<file path="src/rtl/apb_pkg.sv">
// Shared types and limits for the APB memory completer and its wait-state counter.
package apb_pkg;

    typedef enum logic [1:0] {
        IDLE   = 2'd0,
        SETUP  = 2'd1,
        ACCESS = 2'd2
    } apb_state_e;

    localparam int APB_MAX_WAIT = 15;
    localparam int APB_WAIT_W   = 4;

endpackage

</file>
<file path="src/rtl/apb_mem_slave_wait_ctr.sv">
// apb_wait_ctr: loadable down-counter that flags when the remaining wait count is zero.
module apb_wait_ctr
    import apb_pkg::*;
#(
    parameter int W = APB_WAIT_W
) (
    input  logic         i_clk,
    input  logic         i_rst,
    input  logic         i_clr,
    input  logic         i_load,
    input  logic [W-1:0] i_load_val,
    input  logic         i_dec,
    output logic         o_zero
);

    logic [W-1:0] r_cnt;

    // Abort clear wins over a reload; decrement saturates at zero.
    always_ff @(posedge i_clk) begin
        if (i_rst) begin
            r_cnt <= {W{1'b0}};
        end else if (i_clr) begin
            r_cnt <= {W{1'b0}};
        end else if (i_load) begin
            r_cnt <= i_load_val;
        end else if (i_dec && (r_cnt != {W{1'b0}})) begin
            r_cnt <= r_cnt - {{(W-1){1'b0}}, 1'b1};
        end else begin
            r_cnt <= r_cnt;
        end
    end

    assign o_zero = (r_cnt == {W{1'b0}});

endmodule

</file>
<file path="src/rtl/apb_mem_slave.sv">
// APB completer with a DEPTH-word memory, programmable wait states and PSLVERR decode.
// Optional byte strobes: define APB_SLV_PSTRB_EN to add the PSTRB port.
module apb_mem_slave
    import apb_pkg::*;
#(
    parameter int DATA_W   = 32,
    parameter int ADDR_W   = 8,
    parameter int DEPTH    = 16,
    parameter int WAIT_CYC = 0
) (
    input  logic                CLK,
    input  logic                RST,
    input  logic                PSEL,
    input  logic                PEN,
    input  logic                PWRITE,
    input  logic [ADDR_W-1:0]   PADDR,
    input  logic [DATA_W-1:0]   PWDATA,
`ifdef APB_SLV_PSTRB_EN
    input  logic [DATA_W/8-1:0] PSTRB,
`endif
    output logic                PREADY,
    output logic                PSLVERR,
    output logic [DATA_W-1:0]   PRDATA
);

    localparam int IDX_W = (DEPTH > 1) ? $clog2(DEPTH) : 1;
    localparam logic [ADDR_W:0]         DEPTH_L = DEPTH[ADDR_W:0];
    localparam logic [APB_WAIT_W-1:0]   WAIT_L  = WAIT_CYC[APB_WAIT_W-1:0];

    apb_state_e        r_state;
    apb_state_e        w_state_nxt;
    logic [DATA_W-1:0] r_mem [DEPTH];

    logic              w_cnt_zero;
    logic              w_in_xfer;
    logic              w_sel_acc;
    logic              w_done;
    logic              w_bad_en;
    logic              w_addr_err;
    logic              w_wr_en;
    logic              w_abort;
    logic              w_load;
    logic              w_dec;
    logic [IDX_W-1:0]  w_idx;

    // r_state records the bus phase seen last cycle, so SETUP means this cycle is the first access cycle.
    assign w_in_xfer  = (r_state == SETUP) || (r_state == ACCESS);
    assign w_sel_acc  = PSEL && PEN;
    assign w_done     = w_in_xfer && w_sel_acc && w_cnt_zero;
    assign w_bad_en   = (r_state == IDLE) && w_sel_acc;
    assign w_addr_err = ({1'b0, PADDR} >= DEPTH_L);
    assign w_wr_en    = w_done && PWRITE && !w_addr_err;
    assign w_abort    = w_in_xfer && !PSEL;
    assign w_load     = PSEL && !PEN;
    assign w_dec      = w_in_xfer && w_sel_acc && !w_cnt_zero;
    assign w_idx      = PADDR[IDX_W-1:0];

    apb_wait_ctr #(
        .W          (APB_WAIT_W)
    ) u_wait_ctr (
        .i_clk      (CLK),
        .i_rst      (RST),
        .i_clr      (w_abort),
        .i_load     (w_load),
        .i_load_val (WAIT_L),
        .i_dec      (w_dec),
        .o_zero     (w_cnt_zero)
    );

    // State register.
    always_ff @(posedge CLK) begin
        if (RST) begin
            r_state <= IDLE;
        end else begin
            r_state <= w_state_nxt;
        end
    end

    // Next-state decode.
    always_comb begin
        w_state_nxt = r_state;
        case (r_state)
            IDLE: begin
                if (PSEL && !PEN) begin
                    w_state_nxt = SETUP;
                end else begin
                    w_state_nxt = IDLE;
                end
            end
            SETUP, ACCESS: begin
                if (!PSEL) begin
                    w_state_nxt = IDLE;
                end else if (!PEN) begin
                    w_state_nxt = SETUP;
                end else if (w_cnt_zero) begin
                    w_state_nxt = IDLE;
                end else begin
                    w_state_nxt = ACCESS;
                end
            end
            default: begin
                w_state_nxt = IDLE;
            end
        endcase
    end

    // Response outputs, forced to zero whenever no transfer is completing.
    always_comb begin
        PREADY  = 1'b0;
        PSLVERR = 1'b0;
        PRDATA  = {DATA_W{1'b0}};
        if (w_done) begin
            PREADY  = 1'b1;
            PSLVERR = w_addr_err;
            if (!PWRITE && !w_addr_err) begin
                PRDATA = r_mem[w_idx];
            end else begin
                PRDATA = {DATA_W{1'b0}};
            end
        end else if (w_bad_en) begin
            PREADY  = 1'b1;
            PSLVERR = 1'b1;
        end else begin
            PREADY  = 1'b0;
        end
    end

    // Memory array: cleared on reset, written only on a completing in-range write.
    always_ff @(posedge CLK) begin
        if (RST) begin
            for (int i = 0; i < DEPTH; i++) begin
                r_mem[i] <= {DATA_W{1'b0}};
            end
        end else if (w_wr_en) begin
`ifdef APB_SLV_PSTRB_EN
            for (int b = 0; b < DATA_W/8; b++) begin
                if (PSTRB[b]) begin
                    r_mem[w_idx][b*8 +: 8] <= PWDATA[b*8 +: 8];
                end
            end
`else
            r_mem[w_idx] <= PWDATA;
`endif
        end
    end

endmodule

</file>
<file path="config.mk">
export PLATFORM = sky130hd
export DESIGN_NAME = apb_mem_slave
export DESIGN_NICKNAME = d
export VERILOG_FILES = /design/src/rtl/apb_pkg.sv /design/src/rtl/apb_mem_slave_wait_ctr.sv /design/src/rtl/apb_mem_slave.sv
export SDC_FILE = /design/constraint.sdc
export NUM_CORES = 1
export LEC_CHECK = 0
export ABC_CLOCK_PERIOD_IN_PS = 2250
export CORE_UTILIZATION = 56
export DETAILED_ROUTE_END_ITERATION = 6
export PLACE_DENSITY = 0.74
export SETUP_SLACK_MARGIN = 0.3
export SLEW_MARGIN = 20
export SYNTH_ARGS = -nofsm -noshare
export SYNTH_HDL_FRONTEND = slang
export SYNTH_SLANG_ARGS = --single-unit
</file>
<file path="constraint.sdc">
create_clock -name CLK -period 2.25 [get_ports CLK]
set_input_delay 0.225 -clock CLK [delete_from_list [all_inputs] [get_ports CLK]]
set_output_delay 0.225 -clock CLK [all_outputs]
set_load 0.01 [all_outputs]
</file>
==> results of run 1 <==
## where the power goes
group	internal [uW]	switching, uW	leakage (uW)
Combinational	791	876	0.00494
Clock	4840	3610	0.000807
Sequential	10900	86.3	0.00539
## registers in the layout, summed over array words and instances (netlist names)
register and cells:
r_mem 512, r_state 2, u_wait_ctr.r_cnt 4
## placed cells by master, fill, tap and decap left out, types with 30 or more instances in the layout
master	Yosys	layout
sky130_fd_sc_hd__buf_4	11	134
sky130_fd_sc_hd__mux2i_1	36	36
sky130_fd_sc_hd__clkbuf_16	0	62
sky130_fd_sc_hd__and2_1	513	495
sky130_fd_sc_hd__nor2b_1	33	33
sky130_fd_sc_hd__edfxtp_1	512	512
sky130_fd_sc_hd__a211oi_1	63	30
sky130_fd_sc_hd__a211oi_2	0	32
sky130_fd_sc_hd__clkdlybuf4s50_1	0	40
sky130_fd_sc_hd__buf_12	0	70
sky130_fd_sc_hd__mux4_2	126	126
sky130_fd_sc_hd__buf_2	22	30
## layout make-up
cell class	count	area, um^2	area share
multi-input cells	849	8060	0.276
clock inverters	21	155	0.00530
inverters	5	18.8	0.000642
well taps	539	674	0.0231
clock buffers	76	1500	0.0512
flip-flops and latches	518	15500	0.530
repair buffers	299	3340	0.114
## synthesized netlist by cell type (all sizes together) (3+ instances only)
library cell / count
inv: 5
and2: 513
ha: 3
nor2: 11
a211oi: 63
edfxtp: 512
or2: 16
mux2i: 36
nor2b: 33
clkbuf: 101
nand3: 5
mux4: 126
nor3: 12
buf: 34
nand2: 7
dfxtp: 6
## layer usage
metal	GRT usage	vias to the layer above
met4	0.111	2
met5	0	-
met2	0.480	712
met1	0.391	7246
li1	-	6025
met3	0.0480	145
## cells by family (layout without fill, tap and decap cells)
group / after synthesis / count (layout) / synth area share
and+or+nand+nor: 611 / 611 / 0.163
DFF: 518 / 518 / 0.653
muxes: 162 / 162 / 0.135
buffers and inverters: 140 / 401 / 0.0256
AOI/OAI and AO/OA: 71 / 71 / 0.0221
adders and majority gates: 3 / 3 / 0.00158
xor gates and xnor gates: 2 / 2 / 0.000738
## metrics by stage
stage | TNS (ns) | power (uW) | instances | instance area, um^2
finish | -8.58 | 21100 | 2307 | 29200
global route | -13.65 | 21600 | 2307 | 29200
CTS | -9.52 | 21100 | 2291 | 28900
detailed placement | -83.70 | 12700 | 2183 | 27000
global placement | -63.30 | 12700 | 2183 | 27000
floorplan | 0 | 11900 | 1507 | 23900
## worst paths after layout
path,start,end
setup / recovery,r_state[0]$_SDFF_PP0_,PRDATA[19]
hold / removal,PEN,r_state[0]$_SDFF_PP0_
setup reg to reg,u_wait_ctr.r_cnt[1]$_SDFFE_PP0P_,r_mem[10][19]$_SDFFCE_PN0P_
hold reg to reg,u_wait_ctr.r_cnt[2]$_SDFFE_PP0P_,u_wait_ctr.r_cnt[2]$_SDFFE_PP0P_
## worst min-delay path, delay by kind of cell
kind	cells	cell delay, ns
compound gates	1	0.10
buf+inv	2	0.61
simple gates	1	0.05
## what timing repair did
item	CTS	global route
pin swaps	8	12
hold endpoints to repair	0	0
resized for setup	179	42
cloned	1	7
buffers inserted	10	9
setup endpoints to repair	890	1047
==> impl_table.tex, run 1 <==
\begin{tabular}{lr}
\hline
Metric & Value \\
\hline
\multicolumn{2}{l}{\textbf{Logic synthesis}} \\
\quad Number of enable flip-flop cells after synthesis & 512 \\
\quad Post-Synthesis Cells & 1507 \\
\quad Post-synthesis cell area & 0.0237 mm\^{}2 \\
\quad Avg Cell Area, Syn & 15.8 um\^{}2 \\
\quad Synthesis Warnings & 0 \\
\quad Area share of the leading cell type in the synthesized netlist & 0.647 \\
\quad Post-synth cell types & 39 \\
\quad Leading post-synthesis cells by cell area & sky130\_fd\_sc\_hd\_\_edfxtp\_1, sky130\_fd\_sc\_hd\_\_and2\_1, sky130\_fd\_sc\_hd\_\_mux4\_2, sky130\_fd\_sc\_hd\_\_a211oi\_1, sky130\_fd\_sc\_hd\_\_mux2i\_1 \\
\quad FF+latch count, synth & 518 \\
\quad Post-synth net total & 1555 \\
\quad Synth async-reset ratio & 0 \\
\quad Primary flip-flop cell chosen by synthesis mapping & sky130\_fd\_sc\_hd\_\_edfxtp\_1 \\
\quad Leading area contributor after synthesis & sky130\_fd\_sc\_hd\_\_edfxtp\_1 \\
\quad Proportion of synthesized chip area in sequential cells & 0.653 \\
\multicolumn{2}{l}{\textbf{Placed design}} \\
\quad Routability congestion estimate & 0.807 \\
\quad Number of input and output port buffers inserted & 78 \\
\quad Worst slack at placement & -0.426 ns \\
\quad HPWL after detailed placement & 39100 um \\
\multicolumn{2}{l}{\textbf{STA}} \\
\quad Fin. max-slew vios & 0 \\
\quad Time the final worst path needs with I/O delays and setup & 2.61 ns \\
\quad Final worst path period share & 1.16 \\
\quad Relative slew margins & 0.559 \\
\quad Maximum clock frequency & 0.384 GHz \\
\quad RSZ-0062 raised after global routing & true \\
\quad Slew at the pin with the worst max-slew slack & 0.659 ns \\
\quad Fin worst setup slack & -0.355 ns \\
\quad Final hold viol count & 0 \\
\quad Finish-stage setup viols & 41 \\
\quad Worst hold slack across all endpoints & 0.441 ns \\
\quad Worst Skew & 0.0200 ns \\
\multicolumn{2}{l}{\textbf{Die}} \\
\quad Core Box Area & 0.0419 mm\^{}2 \\
\quad Die W & 208 um \\
\quad Top-level port count & 79 \\
\quad Overall die area & 0.0432 mm\^{}2 \\
\quad Die H & 208 um \\
\quad Starting Density & 0.567 \\
\quad Site Rows & 75 \\
\multicolumn{2}{l}{\textbf{Route}} \\
\quad Initial detailed-routing violation count & 1457 \\
\quad Met1 WL & 23700 um \\
\quad Routed wire length on met3 & 5210 um \\
\quad Length of the first detailed-routing pass in iterations & 5 \\
\quad DRC errors left & 0 \\
\quad Routed len/inst & 27.0 um \\
\quad Count of vias placed by the detailed router & 14100 \\
\quad Vias per inst & 6.12 \\
\quad Sum of routed wire length over all layers & 62400 um \\
\quad Top layer reached by signal wires & met5 \\
\quad Met2 routed WL & 31300 um \\
\quad Remaining antenna violation count & 0 \\
\multicolumn{2}{l}{\textbf{Setup path}} \\
\quad Worst setup path class & flop to output pin \\
\quad Reg2Reg Setup Slack & -0.02 ns \\
\quad Data arrival at the endpoint of the critical path & 2.38 ns \\
\quad Critical path endpoint category & output pin \\
\quad Count of cells along the worst register-to-register path & 9 \\
\quad Critical path depth in cells & 9 \\
\quad Worst setup SP type & flop \\
\quad Most repeated library cell on the critical path & sky130\_fd\_sc\_hd\_\_buf\_12 \\
\quad Required time worst endpoint & 2.03 ns \\
\quad Largest stage delay, worst path & 0.33 ns \\
\quad CP Buf/Inv Count & 5 \\
\quad Cell family with most CP delay & buffers and inverters \\
\quad Critical path's slowest cell & sky130\_fd\_sc\_hd\_\_dfxtp\_2 \\
\quad CP Cell Sequence & inv\_2, ha\_4, and3\_4, nand4b\_1, buf\_12, buf\_12, buf\_12, a211oi\_4, buf\_2 \\
\quad Critical path peak fanout & 8 \\
\multicolumn{2}{l}{\textbf{Final layout}} \\
\quad Fillers & 2672 \\
\quad Area added between synthesis and finish & 23.2\% \\
\quad Number of antenna diodes & 0 \\
\quad Share of final-layout standard cells stronger than drive strength 1 & 0.314 \\
\quad NumNets Final & 1774 \\
\quad Post-route core utilization & 0.699 \\
\multicolumn{2}{l}{\textbf{Global route}} \\
\quad Antenna violations before repair & 2 \\
\quad Wire length of the first global-routing pass & 91600 um \\
\quad GRT Residual Overflow & 0 \\
\quad Total Routing Usage GR & 0.291 \\
\quad Number of global-route vias before repair & 14600 \\
\quad Largest net degree at the start of global routing & 30 \\
\multicolumn{2}{l}{\textbf{Worst hold path}} \\
\quad Path class of the lowest-slack min-delay path & primary input to flop \\
\quad Cell depth of the worst min-delay path & 4 \\
\multicolumn{2}{l}{\textbf{Clocking}} \\
\quad Number of clock sinks seen by CTS & 518 \\
\quad CTS tree & built \\
\quad Hold bufs inserted after CTS & 0 \\
\quad Number of H-tree levels & 2 \\
\quad Clock latency on the worst-skew pair & 0.60 ns \\
\quad TritonCTS buffer count & 53 \\
\quad Clock slew seen by the registers of the worst setup and hold paths & 0.06 ns \\
\quad Clock tree buffer depth & 3 \\
\quad Root Driver & sky130\_fd\_sc\_hd\_\_clkbuf\_16 \\
\multicolumn{2}{l}{\textbf{Pwr}} \\
\quad Worst supply voltage drop on vdd & 0.618 mV \\
\quad Pleak & 0.0111 uW \\
\quad PD cells & 720 mW/mm\^{}2 \\
\multicolumn{2}{l}{\textbf{Run status}} \\
\quad Outcome & finished, violations left \\
\quad Violations in the final reports & negative setup slack \\
\multicolumn{2}{l}{\textbf{Run}} \\
\quad Number of max-capacitance violations reported & 0 \\
\hline
\end{tabular}
No activity file was read; power rests on OpenSTA's default activity.
==> run 2: changes to the inputs <==
--- a/config.mk
+++ b/config.mk
@@ -5,12 +5,12 @@
 export SDC_FILE = /design/constraint.sdc
 export NUM_CORES = 1
 export LEC_CHECK = 0
-export ABC_CLOCK_PERIOD_IN_PS = 2250
-export CORE_UTILIZATION = 56
+export CORE_UTILIZATION = 58
+export CTS_BUF_LIST = sky130_fd_sc_hd__clkbuf_8
 export DETAILED_ROUTE_END_ITERATION = 6
-export PLACE_DENSITY = 0.74
+export PLACE_DENSITY = 0.76
 export SETUP_SLACK_MARGIN = 0.3
-export SLEW_MARGIN = 20
+export SLEW_MARGIN = 0
 export SYNTH_ARGS = -nofsm -noshare
 export SYNTH_HDL_FRONTEND = slang
 export SYNTH_SLANG_ARGS = --single-unit
==> run 2 against run 1 <==
The run still ends with negative setup slack left. Global-route usage increased by 3.7 points. Combinational power rose by 12%. Non-clock buffer count up 54. First-iteration DRC count up 48%. Highest routed layer unchanged. Critical path depth decreased by 1. Critical path type unchanged. Clock power down 13%.
==> impl_table.tex, run 2 (synthesized netlist as in run 1, its figures left out) <==
\begin{tabular}{lr}
\hline
Metric & Value \\
\hline
\multicolumn{2}{l}{\textbf{Clocking}} \\
\quad Number of H-tree levels & 3 \\
\quad Clock tree buffer depth & 3 \\
\quad Root Driver & sky130\_fd\_sc\_hd\_\_clkbuf\_8 \\
\quad Number of clock sinks seen by CTS & 518 \\
\quad Clock latency on the worst-skew pair & 0.67 ns \\
\quad TritonCTS buffer count & 82 \\
\quad Clock slew seen by the registers of the worst setup and hold paths & 0.07 ns \\
\quad CTS tree & built \\
\quad Hold bufs inserted after CTS & 0 \\
\multicolumn{2}{l}{\textbf{Global route}} \\
\quad Total Routing Usage GR & 0.327 \\
\quad Antenna violations before repair & 6 \\
\quad Routing layer with the top usage in global route & met2 \\
\quad Grt met1 use & 0.434 \\
\quad Wire length of the first global-routing pass & 97100 um \\
\quad GRT Residual Overflow & 0 \\
\quad Met2 track utilization from global routing & 0.541 \\
\quad Largest net degree at the start of global routing & 42 \\
\quad M3 GR Usage & 0.0614 \\
\quad Number of global-route vias before repair & 15100 \\
\multicolumn{2}{l}{\textbf{Die}} \\
\quad Die H & 204 um \\
\quad Top-level port count & 79 \\
\quad Overall die area & 0.0418 mm\^{}2 \\
\quad Site Rows & 73 \\
\quad Die W & 204 um \\
\quad Core Box Area & 0.0401 mm\^{}2 \\
\quad Starting Density & 0.592 \\
\multicolumn{2}{l}{\textbf{Pwr}} \\
\quad Pleak & 0.0119 uW \\
\quad Part of the power in the clock network & 0.365 \\
\quad PD cells & 659 mW/mm\^{}2 \\
\quad Internal power consumption & 15300 uW \\
\quad Fraction of power consumed by sequential logic & 0.542 \\
\quad NetSw & 4910 uW \\
\quad Net switching share of the total power & 0.243 \\
\quad Worst supply voltage drop on vdd & 0.629 mV \\
\quad Logic pwr share & 0.093 \\
\multicolumn{2}{l}{\textbf{Setup path}} \\
\quad Capture point of the critical path & PRDATA[20] \\
\quad RR Endpoint & r\_mem[4][14]\$\_SDFFCE\_PN0P\_ \\
\quad Reg2Reg Setup Slack & -0.36 ns \\
\quad Worst setup SP type & flop \\
\quad Largest stage delay, worst path & 0.34 ns \\
\quad Data arrival at the endpoint of the critical path & 2.52 ns \\
\quad Critical path's slowest cell & sky130\_fd\_sc\_hd\_\_dfxtp\_2 \\
\quad Startpoint of the worst-slack reg-to-reg timing path & r\_state[1]\$\_SDFF\_PP0\_ \\
\quad Critical path peak fanout & 8 \\
\quad Launching instance or port of the critical path & r\_state[1]\$\_SDFF\_PP0\_ \\
\quad Worst setup path class & flop to output pin \\
\quad CP Cell Sequence & inv\_2, ha\_4, and3\_4, nand4b\_1, buf\_6, buf\_12, a211oi\_4, buf\_2 \\
\quad Critical path endpoint category & output pin \\
\quad Required time worst endpoint & 2.03 ns \\
\quad Count of cells along the worst register-to-register path & 15 \\
\multicolumn{2}{l}{\textbf{STA}} \\
\quad RSZ-0062 raised after global routing & true \\
\quad Fin. max-slew vios & 0 \\
\quad Final hold viol count & 0 \\
\quad Finish-stage setup viols & 1051 \\
\quad Worst hold slack across all endpoints & 0.353 ns \\
\quad Final worst path period share & 1.22 \\
\quad Time the final worst path needs with I/O delays and setup & 2.74 ns \\
\quad Maximum clock frequency & 0.364 GHz \\
\quad Relative slew margins & 0.570 \\
\quad Slew at the pin with the worst max-slew slack & 0.643 ns \\
\quad Fin worst setup slack & -0.495 ns \\
\quad Worst Skew & 0.0397 ns \\
\multicolumn{2}{l}{\textbf{Placed design}} \\
\quad Number of input and output port buffers inserted & 78 \\
\quad Placed inst area & 0.0268 mm\^{}2 \\
\quad Routability congestion estimate & 0.822 \\
\quad Cell count after placement & 2160 \\
\quad Worst slack at placement & -0.557 ns \\
\quad HPWL after detailed placement & 39100 um \\
\multicolumn{2}{l}{\textbf{Final layout}} \\
\quad Register with the most flip-flops & r\_mem \\
\quad Area added between synthesis and finish & 29.2\% \\
\quad Leading cell type in the layout, fill and taps excluded & sky130\_fd\_sc\_hd\_\_edfxtp\_1 \\
\quad Post-Layout Cell Count & 2398 \\
\quad NumNets Final & 1857 \\
\quad Non-Filler Cell Area, Final & 0.0307 mm\^{}2 \\
\quad Max FFs per register & 512 \\
\quad Most used cells in the layout excluding fill and tap cells & sky130\_fd\_sc\_hd\_\_edfxtp\_1, sky130\_fd\_sc\_hd\_\_and2\_1, sky130\_fd\_sc\_hd\_\_mux4\_2 \\
\quad Registers with the most flip-flops & r\_mem (512), u\_wait\_ctr.r\_cnt (4), r\_state (2) \\
\quad Share of final-layout standard cells stronger than drive strength 1 & 0.380 \\
\multicolumn{2}{l}{\textbf{Route}} \\
\quad Initial detailed-routing violation count & 2161 \\
\quad Length of the first detailed-routing pass in iterations & 5 \\
\quad Vias per inst & 6.56 \\
\quad Count of vias placed by the detailed router & 15700 \\
\quad Remaining antenna violation count & 0 \\
\quad Routed len/inst & 32.2 um \\
\quad Sum of routed wire length over all layers & 77200 um \\
\quad DRC errors left & 0 \\
\multicolumn{2}{l}{\textbf{Worst hold path}} \\
\quad Path class of the lowest-slack min-delay path & primary input to flop \\
\multicolumn{2}{l}{\textbf{Run}} \\
\quad Number of max-capacitance violations reported & 0 \\
\multicolumn{2}{l}{\textbf{Run status}} \\
\quad Violations in the final reports & negative setup slack \\
\quad Outcome & finished, violations left \\
\hline
\end{tabular}
run 2: critical path, delay by kind of cell, from the launching register on:
kind,cells,cell delay (ns)
AOI/OAI and AO/OA,1,0.34
adders and majority gates,1,0.25
buffers and inverters,4,0.61
and+or+nand+nor,2,0.31
DFF,1,0.34
run 2: cell type report:
| type | count | area, um^2 |
|---|---|---|
| Sequential cell | 518 | 15500 |
| Antenna cell | 7 | 17.5 |
| Inverter | 5 | 18.8 |
| Tap cell | 525 | 657 |
| Fill cell | 2072 | 9430 |
| Timing Repair Buffer | 353 | 4700 |
| Clock buffer | 84 | 1160 |
| Clock inverter | 57 | 269 |
| Multi-Input combinational cell | 849 | 8350 |
run 2: worst min-delay path by stage:
stage,endpoint,cells past startpoint,start
after global routing,r_state[1]$_SDFF_PP0_,3,RST
after CTS,r_state[1]$_SDFF_PP0_,3,RST
final,r_state[0]$_SDFF_PP0_,4,PEN
after detailed placement,u_wait_ctr.r_cnt[1]$_SDFFE_PP0P_,2,u_wait_ctr.r_cnt[1]$_SDFFE_PP0P_
after global placement,u_wait_ctr.r_cnt[2]$_SDFFE_PP0P_,2,u_wait_ctr.r_cnt[2]$_SDFFE_PP0P_
after floorplan,r_state[0]$_SDFF_PP0_,2,PEN
run 2: what timing repair did:
| item | CTS | global route |
|---|---|---|
| resized for setup | 245 | 178 |
| pin swaps | 12 | 19 |
| setup endpoints to repair | 977 | 1058 |
| cloned | 16 | 30 |
| buffers inserted | 25 | 19 |
run 2: through the flow:
stage | TNS (ns) | total power [uW] | util
6_report | -222.42 | 20200 | 0.765
2_1_floorplan | 0 | 11900 | -
3_5_place_dp | -91.02 | 12700 | 0.669
3_3_place_gp | -79.04 | 12600 | 0.669
5_1_grt | -262.09 | 20600 | 0.765
4_1_cts | -65.68 | 19900 | 0.729
run 2: power groups by stage:
stage | registers, uW | clock network [uW] | logic (uW)
after floorplan | 11100 | 0 | 795
after global placement | 11100 | 0 | 1520
after detailed placement | 11100 | 0 | 1540
after CTS | 10900 | 7250 | 1680
after global routing | 11000 | 7740 | 1920
final | 11000 | 7380 | 1870
run 2: layer usage:
layer | vias up | routed length [um]
li1 | 6212 | -
met1 | 7901 | 25900
met2 | 1311 | 37300
met3 | 310 | 9640
met4 | 6 | 4340
met5 | - | 38
==> run 3: changes to the inputs <==
==> constraint.sdc (replaced) <==
create_clock -name CLK -period 2.35 [get_ports CLK]
set_input_delay 0.235 -clock CLK [delete_from_list [all_inputs] [get_ports CLK]]
set_output_delay 0.235 -clock CLK [all_outputs]
set_load 0.01 [all_outputs]
==> run 3 against run 2 <==
The flow still finishes with violations (negative setup slack). Critical endpoint is now PRDATA[27]. Clock skew is 0.015 ns lower. Sequential power fell by 5%. Combinational power fell by 3%. Clock-buffer cell count up 4. Critical path type unchanged. Global-route usage up 0.20 points. Via count shrank 0.87%. Flip-flop and latch count unchanged.
==> impl_table.tex, run 3 (synthesized netlist as in run 1, its figures left out) <==
\begin{tabular}{lr}
\hline
Metric & Value \\
\hline
\multicolumn{2}{l}{\textbf{Pwr}} \\
\quad Pleak & 0.0118 uW \\
\quad Overall power consumption & 19500 uW \\
\quad Worst supply voltage drop on vdd & 0.414 mV \\
\quad PD cells & 638 mW/mm\^{}2 \\
\multicolumn{2}{l}{\textbf{Final layout}} \\
\quad Register Area & 0.0155 mm\^{}2 \\
\quad Register with the most flip-flops & r\_mem \\
\quad Post-Layout Cell Count & 2400 \\
\quad Share of final-layout standard cells stronger than drive strength 1 & 0.370 \\
\quad Leading cell type in the layout, fill and taps excluded & sky130\_fd\_sc\_hd\_\_edfxtp\_1 \\
\quad Area of the multi-input gates & 0.00834 mm\^{}2 \\
\quad Area added between synthesis and finish & 28.9\% \\
\quad Max FFs per register & 512 \\
\quad Registers with the most flip-flops & r\_mem (512), u\_wait\_ctr.r\_cnt (4), r\_state (2) \\
\quad NumNets Final & 1856 \\
\quad Fillers & 2078 \\
\quad Most used cells in the layout excluding fill and tap cells & sky130\_fd\_sc\_hd\_\_edfxtp\_1, sky130\_fd\_sc\_hd\_\_and2\_1, sky130\_fd\_sc\_hd\_\_mux4\_2 \\
\multicolumn{2}{l}{\textbf{STA}} \\
\quad Finish-stage setup viols & 730 \\
\quad Fin. max-slew vios & 0 \\
\quad Fin worst setup slack & -0.331 ns \\
\quad Final worst path period share & 1.14 \\
\quad Maximum clock frequency & 0.373 GHz \\
\quad Time the final worst path needs with I/O delays and setup & 2.68 ns \\
\quad Final hold viol count & 0 \\
\quad RSZ-0062 raised after global routing & true \\
\quad Setup tns final & -68.16 ns \\
\quad Worst hold slack across all endpoints & 0.341 ns \\
\quad Slew at the pin with the worst max-slew slack & 0.659 ns \\
\quad Relative slew margins & 0.559 \\
\quad Worst Skew & 0.0249 ns \\
\multicolumn{2}{l}{\textbf{Global route}} \\
\quad Total Routing Usage GR & 0.329 \\
\quad Largest net degree at the start of global routing & 42 \\
\quad GRT Residual Overflow & 0 \\
\quad Antenna violations before repair & 7 \\
\quad Wire length of the first global-routing pass & 97300 um \\
\quad Number of global-route vias before repair & 15300 \\
\multicolumn{2}{l}{\textbf{Setup path}} \\
\quad Data arrival at the endpoint of the critical path & 2.45 ns \\
\quad Required time worst endpoint & 2.12 ns \\
\quad Worst setup SP type & flop \\
\quad Critical path peak fanout & 1 \\
\quad Critical path endpoint category & output pin \\
\quad Worst setup path class & flop to output pin \\
\multicolumn{2}{l}{\textbf{Route}} \\
\quad Length of the first detailed-routing pass in iterations & 5 \\
\quad Remaining antenna violation count & 0 \\
\quad Vias per inst & 6.50 \\
\quad Initial detailed-routing violation count & 2181 \\
\quad Sum of routed wire length over all layers & 75400 um \\
\quad DRC errors left & 0 \\
\quad Count of vias placed by the detailed router & 15600 \\
\quad Routed len/inst & 31.4 um \\
\multicolumn{2}{l}{\textbf{Run}} \\
\quad Number of max-capacitance violations reported & 0 \\
\multicolumn{2}{l}{\textbf{Run status}} \\
\quad Outcome & finished, violations left \\
\quad Violations in the final reports & negative setup slack \\
\multicolumn{2}{l}{\textbf{Clocking}} \\
\quad CTS tree & built \\
\quad Number of H-tree levels & 3 \\
\quad Clock tree buffer depth & 3 \\
\quad Clock latency on the worst-skew pair & 0.66 ns \\
\quad Clock slew seen by the registers of the worst setup and hold paths & 0.07 ns \\
\quad Number of clock sinks seen by CTS & 518 \\
\quad TritonCTS buffer count & 84 \\
\quad Hold bufs inserted after CTS & 0 \\
\quad Root Driver & sky130\_fd\_sc\_hd\_\_clkbuf\_8 \\
\multicolumn{2}{l}{\textbf{Die}} \\
\quad Die W & 204 um \\
\quad Site Rows & 73 \\
\quad Overall die area & 0.0418 mm\^{}2 \\
\quad Top-level port count & 79 \\
\quad Core Box Area & 0.0401 mm\^{}2 \\
\quad Die H & 204 um \\
\quad Starting Density & 0.592 \\
\multicolumn{2}{l}{\textbf{Placed design}} \\
\quad Cell count after placement & 2145 \\
\quad Number of input and output port buffers inserted & 78 \\
\quad HPWL after detailed placement & 37100 um \\
\quad Routability congestion estimate & 0.800 \\
\quad Worst slack at placement & -0.357 ns \\
\multicolumn{2}{l}{\textbf{Worst hold path}} \\
\quad Path class of the lowest-slack min-delay path & primary input to flop \\
\hline
\end{tabular}
[run 3: layer usage]
metal	vias up	GRT usage	part of all wire
met5	-	0	0.00076
met4	8	0.136	0.055
met3	290	0.0799	0.13
met2	1325	0.518	0.47
met1	7778	0.442	0.35
li1	6202	-	-
[run 3: cell type report]
class	instances	share of cell area
clock buffer	88	0.0396
clock inverter	62	0.00920
inverter	5	0.000613
timing repair buffer	350	0.150
sequential	518	0.506
antenna	3	0.000245
tap	525	0.0215
multi-input combinational	849	0.272
[run 3: report_power, final]
part	internal (uW)	leakage [uW]	switching (uW)	total [uW]
clock network	3480	0.000862	3740	7220
registers	10400	0.00539	93.0	10500
logic	861	0.00556	961	1820
total	14700	0.0118	4790	19500
[run 3: metrics by stage]
| step | utilization | cell area (um^2) |
|---|---|---|
| after floorplan | - | 23800 |
| final | 0.763 | 30600 |
| after detailed placement | 0.666 | 26700 |
| after global routing | 0.763 | 30600 |
| after global placement | 0.666 | 26700 |
| after CTS | 0.733 | 29400 |
[run 3: final timing paths]
kind                                                       start                          endpoint  slack, ns  depth (start not counted)
worst max-delay path                  r_mem[0][27]$_SDFFCE_PN0P_                        PRDATA[27]      -0.33                          6
worst min-delay path                                         RST             r_state[1]$_SDFF_PP0_       0.34                          3
worst max register to register             r_state[1]$_SDFF_PP0_        r_mem[6][11]$_SDFFCE_PN0P_      -0.28                         13
worst min register to register  u_wait_ctr.r_cnt[1]$_SDFFE_PP0P_  u_wait_ctr.r_cnt[1]$_SDFFE_PP0P_       0.51                          2
[run 3: critical path, stage by stage (launching register included)]
cell                       delay [ns]
sky130_fd_sc_hd__edfxtp_1        0.40
sky130_fd_sc_hd__mux4_2          0.47
sky130_fd_sc_hd__nor2b_1         0.16
sky130_fd_sc_hd__a211oi_1        0.34
sky130_fd_sc_hd__buf_4           0.19
sky130_fd_sc_hd__a211oi_4        0.05
sky130_fd_sc_hd__buf_2           0.16
[run 3: repair_timing]
action / in CTS / in global routing
resized for setup: 273 / 118
pin swaps: 17 / 28
gates cloned: 19 / 25
buffers inserted: 33 / 25
endpoints found under the setup margin: 1018 / 1058
